**src/rtl/mult_pkg.sv**
```systemverilog
// Shared types for the shift-and-add multiplier.
package mult_pkg;
    typedef enum logic [1:0] {
        IDLE = 2'd0,
        RUN  = 2'd1,
        DONE = 2'd2
    } state_t;
endpackage

```
**src/rtl/adder_cl.sv**
```systemverilog
// N-bit unsigned adder with carry-in/carry-out; the multiplier's only arithmetic element.
module adder_cl #(
    parameter int N = 4
) (
    input  logic [N-1:0] a,
    input  logic [N-1:0] b,
    input  logic         ci,
    output logic [N-1:0] s,
    output logic         co
);
    logic [N-1:0] g;
    logic [N-1:0] pr;
    logic         carry;

    assign g  = a & b;
    assign pr = a ^ b;

    // The carry travels in a scalar so the chain does not feed back through a vector.
    always_comb begin
        s     = '0;
        carry = ci;
        for (int i = 0; i < N; i++) begin
            s[i]  = pr[i] ^ carry;
            carry = g[i] | (pr[i] & carry);
        end
        co = carry;
    end
endmodule

```
**src/rtl/mult_sa.sv**
```systemverilog
// Sequential N x N -> 2N unsigned shift-and-add multiplier, one product per operation.
// Handshake: start is taken only in IDLE; busy covers RUN and DONE; done pulses one cycle with p valid from then on.
module mult_sa
    import mult_pkg::*;
#(
    parameter int N = 4
) (
    input  logic           clock,
    input  logic           reset_n,
    input  logic           start,
    input  logic [N-1:0]   a,
    input  logic [N-1:0]   b,
    output logic           busy,
    output logic           done,
    output logic [2*N-1:0] p,
    output logic [1:0]     dbg_state
);
    localparam int CW = $clog2(N + 1);

    state_t          state;
    state_t          state_nx;
    logic [N-1:0]    m_r;
    logic [N-1:0]    a_r;
    logic [N-1:0]    q_r;
    logic [CW-1:0]   cnt;
    logic [N-1:0]    add_s;
    logic            add_co;
    logic [N:0]      sum;
    logic            last;

    adder_cl #(.N(N)) u_add (
        .a  (a_r),
        .b  (m_r),
        .ci (1'b0),
        .s  (add_s),
        .co (add_co)
    );

    // {C,A} for this iteration; C is zero again after the shift, so it lives only in sum[N].
    assign sum  = q_r[0] ? {add_co, add_s} : {1'b0, a_r};
    assign last = (cnt == CW'(1));

    always_ff @(posedge clock or negedge reset_n) begin
        if (!reset_n) state <= IDLE;
        else          state <= state_nx;
    end

    always_comb begin
        state_nx = state;
        case (state)
            IDLE:    if (start) state_nx = RUN;
            RUN:     if (last)  state_nx = DONE;
            DONE:    state_nx = IDLE;
            default: state_nx = IDLE;
        endcase
    end

    always_ff @(posedge clock or negedge reset_n) begin
        if (!reset_n) begin
            m_r  <= '0;
            a_r  <= '0;
            q_r  <= '0;
            cnt  <= '0;
            p    <= '0;
            done <= 1'b0;
        end else begin
            done <= 1'b0;
            case (state)
                IDLE: begin
                    if (start) begin
                        m_r <= a;
                        q_r <= b;
                        a_r <= '0;
                        cnt <= CW'(N);
                    end
                end
                RUN: begin
                    a_r <= sum[N:1];
                    q_r <= {sum[0], q_r[N-1:1]};
                    cnt <= cnt - CW'(1);
                    if (last) begin
                        p    <= {sum[N:1], sum[0], q_r[N-1:1]};
                        done <= 1'b1;
                    end
                end
                default: ;
            endcase
        end
    end

    assign busy      = (state != IDLE);
    assign dbg_state = state;
endmodule
```
**config.mk**
```make
export PLATFORM = sky130hd
export DESIGN_NAME = mult_sa
export DESIGN_NICKNAME = d
export VERILOG_FILES = /design/src/rtl/mult_pkg.sv /design/src/rtl/adder_cl.sv /design/src/rtl/mult_sa.sv
export SDC_FILE = /design/constraint.sdc
export NUM_CORES = 1
export LEC_CHECK = 0
export ABC_CLOCK_PERIOD_IN_PS = 2880
export BUFFER_PORTS_ARGS = -buffer_cell sky130_fd_sc_hd__buf_2
export CORE_AREA = 2 2 74 76
export CTS_CLUSTER_DIAMETER = 120
export CTS_CLUSTER_SIZE = 8
export DETAILED_ROUTE_END_ITERATION = 6
export DIE_AREA = 0 0 76 78
export SYNTH_ARGS = -nofsm -noshare
export SYNTH_HDL_FRONTEND = slang
export SYNTH_SLANG_ARGS = --single-unit
```
**constraint.sdc**
```tcl
create_clock -name clock -period 2.88 [get_ports clock]
set_clock_uncertainty 0.1 [all_clocks]
set_input_delay 0.864 -clock clock [delete_from_list [all_inputs] [get_ports clock]]
set_output_delay 0.864 -clock clock [all_outputs]
set_load 0.02 [all_outputs]
```
==> flow_summary.json <==
{
  "detailedRoute.firstIterationViolations": 40,
  "final_common_cell": "sky130_fd_sc_hd__dfrtp_1",
  "post_synth_and_or_nand_nor_area_fraction": 0.120,
  "slew_headroom": 0.611,
  "cts_bufs_inserted": 3,
  "diodes": 0,
  "p_sw_mw": 0.664,
  "synth.cell_area_mm2": 0.00123,
  "cts_resizes": 0,
  "cts_tree": "yes",
  "rsz0062_at_grt": "no",
  "fraction_of_the_mapped_netlist_area_in_compound_gates": 0.110,
  "worst_setup_path_start_kind": "flip-flop",
  "ctsLongestPathBuffers": 2,
  "post_synth_inst_count": 107,
  "final-hold-violation-count": 0,
  "p_clk_frac": 0.145,
  "route.vias.total": 840,
  "synth.mux.area_fraction": 0.0976,
  "place_ws_ns": 0.682,
  "pin_count": 23,
  "worstHoldPathType": "reg2reg",
  "post_dp_cell_area_mm2": 0.00140,
  "sequentialPowerShare": 0.418,
  "drtPass1Iterations": 4,
  "die_w_um": 76,
  "starting_density": 0.244,
  "main_combinational_cell_family_by_area_after_synthesis": "simple AND/OR/NAND/NOR gates",
  "maxCapViolations": 0,
  "report.final.setup_viol": 0,
  "vdd.ir_drop.worst_v": 0.000477,
  "initial_antenna_violation_count": 0,
  "cts.reportedPaths.clkPinSlew_ns": 0.09,
  "routed_wirelength_um": 2390,
  "die_ar_mm2": 0.00593,
  "layout-area-overhead-vs-synth_pct": 17.8,
  "post_synth_xor_area_fraction": 0.00711,
  "most-common-layout-cells": "26 x sky130_fd_sc_hd__dfrtp_1, 22 x sky130_fd_sc_hd__buf_2, 10 x sky130_fd_sc_hd__inv_1, 10 x sky130_fd_sc_hd__nand2_1, 9 x sky130_fd_sc_hd__o22ai_1",
  "grt_pass1_vias": 874,
  "power_per_cell_area_mw_per_mm2": 1140,
  "groute.usage.overall": 0.0830,
  "grt-ovfl-total": 0,
  "timing.final.crit_share": 0.786,
  "holdBufCountCts": 0,
  "worstSkewPairLatency_ns": 0.27,
  "synth.lib_cells_used.distinct": 27,
  "syn_area_per_cell_um2": 11.5,
  "grt_pass1_wl_um": 4020,
  "routedWlPerCell_um": 12.1,
  "post_cts_buffers": 0,
  "synth.net_count": 124,
  "synth_seq_area_share": 0.528,
  "synth.yosys.warnings": 0,
  "core_area_mm2": 0.00504,
  "fin_setup_tns_ns": 0,
  "postSynthRegisterBits": 26,
  "post_drt_via_cell_ratio": 4.24,
  "dp_hpwl_um": 1770,
  "design.final.nets": 146,
  "grt_start_max_net_pins": 27,
  "die_y_um": 78,
  "finalMaxSlewViolations": 0,
  "cts-root-buf": "sky130_fd_sc_hd__clkbuf_8",
  "p_int_mw": 0.984,
  "run_status": "finished, final reports clean",
  "netSwitchingFraction": 0.403,
  "cp.arrival_ns": 1.30,
  "cp_data_required_time_ns": 1.92,
  "period_needed_ns": 2.26,
  "critical_path.max_fanout": 12,
  "setup.worst_path.end_class": "primary output",
  "worst_pin_slew_ns": 0.584,
  "tritoncts_sinks": 26,
  "io_buffer_count": 22,
  "ctsHtreeMaxLevel": 1,
  "critPathKind": "reg2out",
  "rows": 26,
  "max_freq_mhz": 442,
  "finish.instance_area_mm2": 0.00145,
  "drc": 0,
  "postLayoutSetupSlackWorst_ns": 0.616,
  "ratio_of_cells_with_drive_above_1_in_the_final_layout": 0.289,
  "gp_routability_congestion": 0.729,
  "power.leakage_nw": 0.651,
  "route.antenna.remaining_nets": 0,
  "post_synth_fa_ha_maj_area_fraction": 0.0793,
  "relative_contribution_of_combinational_cells_to_total_power": 0.436
}
-- sequential cells by signal (all words and copies together) (netlist names) --
| name | count |
|---|---|
| done | 1 |
| dbg_state | 2 |
| q_r | 4 |
| p | 8 |
| cnt | 3 |
| m_r | 4 |
| a_r | 4 |
-- cells by family after synthesis --
family | count (synthesis)
mux | 11
xor+xnor | 1
buf+inv | 15
fa+ha+maj | 6
compound gates | 23
flops | 26
simple gates | 25
-- Yosys cell counts --
| cell | n | area, um^2 |
|---|---|---|
| sky130_fd_sc_hd__a21oi_1 | 5 | 25.0 |
| sky130_fd_sc_hd__a221oi_1 | 1 | 8.76 |
| sky130_fd_sc_hd__a31oi_1 | 2 | 12.5 |
| sky130_fd_sc_hd__and2_1 | 2 | 12.5 |
| sky130_fd_sc_hd__and4bb_4 | 1 | 16.3 |
| sky130_fd_sc_hd__buf_2 | 3 | 15.0 |
| sky130_fd_sc_hd__buf_4 | 1 | 7.51 |
| sky130_fd_sc_hd__buf_6 | 1 | 11.3 |
| sky130_fd_sc_hd__dfrtp_1 | 26 | 651 |
| sky130_fd_sc_hd__fa_1 | 3 | 60.1 |
| sky130_fd_sc_hd__ha_1 | 3 | 37.5 |
| sky130_fd_sc_hd__inv_1 | 10 | 37.5 |
| sky130_fd_sc_hd__mux2_2 | 8 | 90.1 |
| sky130_fd_sc_hd__mux2i_1 | 3 | 30.0 |
| sky130_fd_sc_hd__nand2_1 | 10 | 37.5 |
| sky130_fd_sc_hd__nand2b_1 | 1 | 6.26 |
| sky130_fd_sc_hd__nand2b_4 | 1 | 13.8 |
| sky130_fd_sc_hd__nand3_1 | 1 | 5.00 |
| sky130_fd_sc_hd__nand3b_1 | 1 | 7.51 |
| sky130_fd_sc_hd__nor2_1 | 4 | 15.0 |
| sky130_fd_sc_hd__nor2_4 | 1 | 11.3 |
| sky130_fd_sc_hd__nor2b_1 | 2 | 12.5 |
| sky130_fd_sc_hd__nor4bb_1 | 1 | 10.0 |
| sky130_fd_sc_hd__o21ai_0 | 5 | 25.0 |
| sky130_fd_sc_hd__o21bai_1 | 1 | 7.51 |
| sky130_fd_sc_hd__o22ai_1 | 9 | 56.3 |
| sky130_fd_sc_hd__xor2_1 | 1 | 8.76 |
-- per-layer routing --
layer / vias up / GRT usage / part of all wire
met1: 413 / 0.109 / 0.49
met4: 0 / 0.00545 / 0
li1: 409 / - / -
met2: 18 / 0.138 / 0.46
met3: 0 / 0.0291 / 0.051
met5: - / 0 / 0
-- final timing paths --
check	from	to	slack, ns	cells after the start
hold reg to reg	p[1]$_DFFE_PN0P_	p[1]$_DFFE_PN0P_	0.41	1
hold / removal	p[1]$_DFFE_PN0P_	p[1]$_DFFE_PN0P_	0.41	1
min in group asynchronous	reset_n	p[4]$_DFFE_PN0P_	0.48	1
setup reg to reg	a_r[0]$_DFFE_PN0P_	a_r[2]$_DFFE_PN0P_	0.71	8
setup / recovery	dbg_state[0]$_DFFE_PN0P_	busy	0.62	3
max in group asynchronous	reset_n	a_r[1]$_DFFE_PN0P_	1.81	1
-- per-stage QoR --
stage | hold slack (ns) | power [mW] | instances | util
after global routing | 0.436 | 1.80 | 198 | 0.288
after CTS | 0.413 | 1.68 | 198 | 0.288
after global placement | 0.386 | 1.41 | 194 | 0.277
after floorplan | 0.366 | 1.24 | 107 | -
after detailed placement | 0.392 | 1.44 | 194 | 0.277
final | 0.410 | 1.65 | 198 | 0.288
-- worst max-delay path, stage by stage (launching register included) --
cell	delay (ns)
sky130_fd_sc_hd__dfrtp_1	0.59
sky130_fd_sc_hd__inv_1	0.18
sky130_fd_sc_hd__nand2_1	0.10
sky130_fd_sc_hd__buf_2	0.16
-- power groups by stage --
stage	Combinational [mW]	Sequential [mW]	Clock [mW]
floorplan	0.522	0.716	0
global placement	0.712	0.697	0
detailed placement	0.737	0.699	0
CTS	0.738	0.692	0.248
global route	0.821	0.720	0.257
finish	0.719	0.689	0.240
-- final cells by class --
type	instances	area [um^2]
repair buffers	22	110
multi-input cells	66	509
clock buffers	4	55.1
fillers	542	3590
flip-flops and latches	26	651
well taps	70	87.6
inverters	10	37.5
Power figures use the tool's default switching activity.
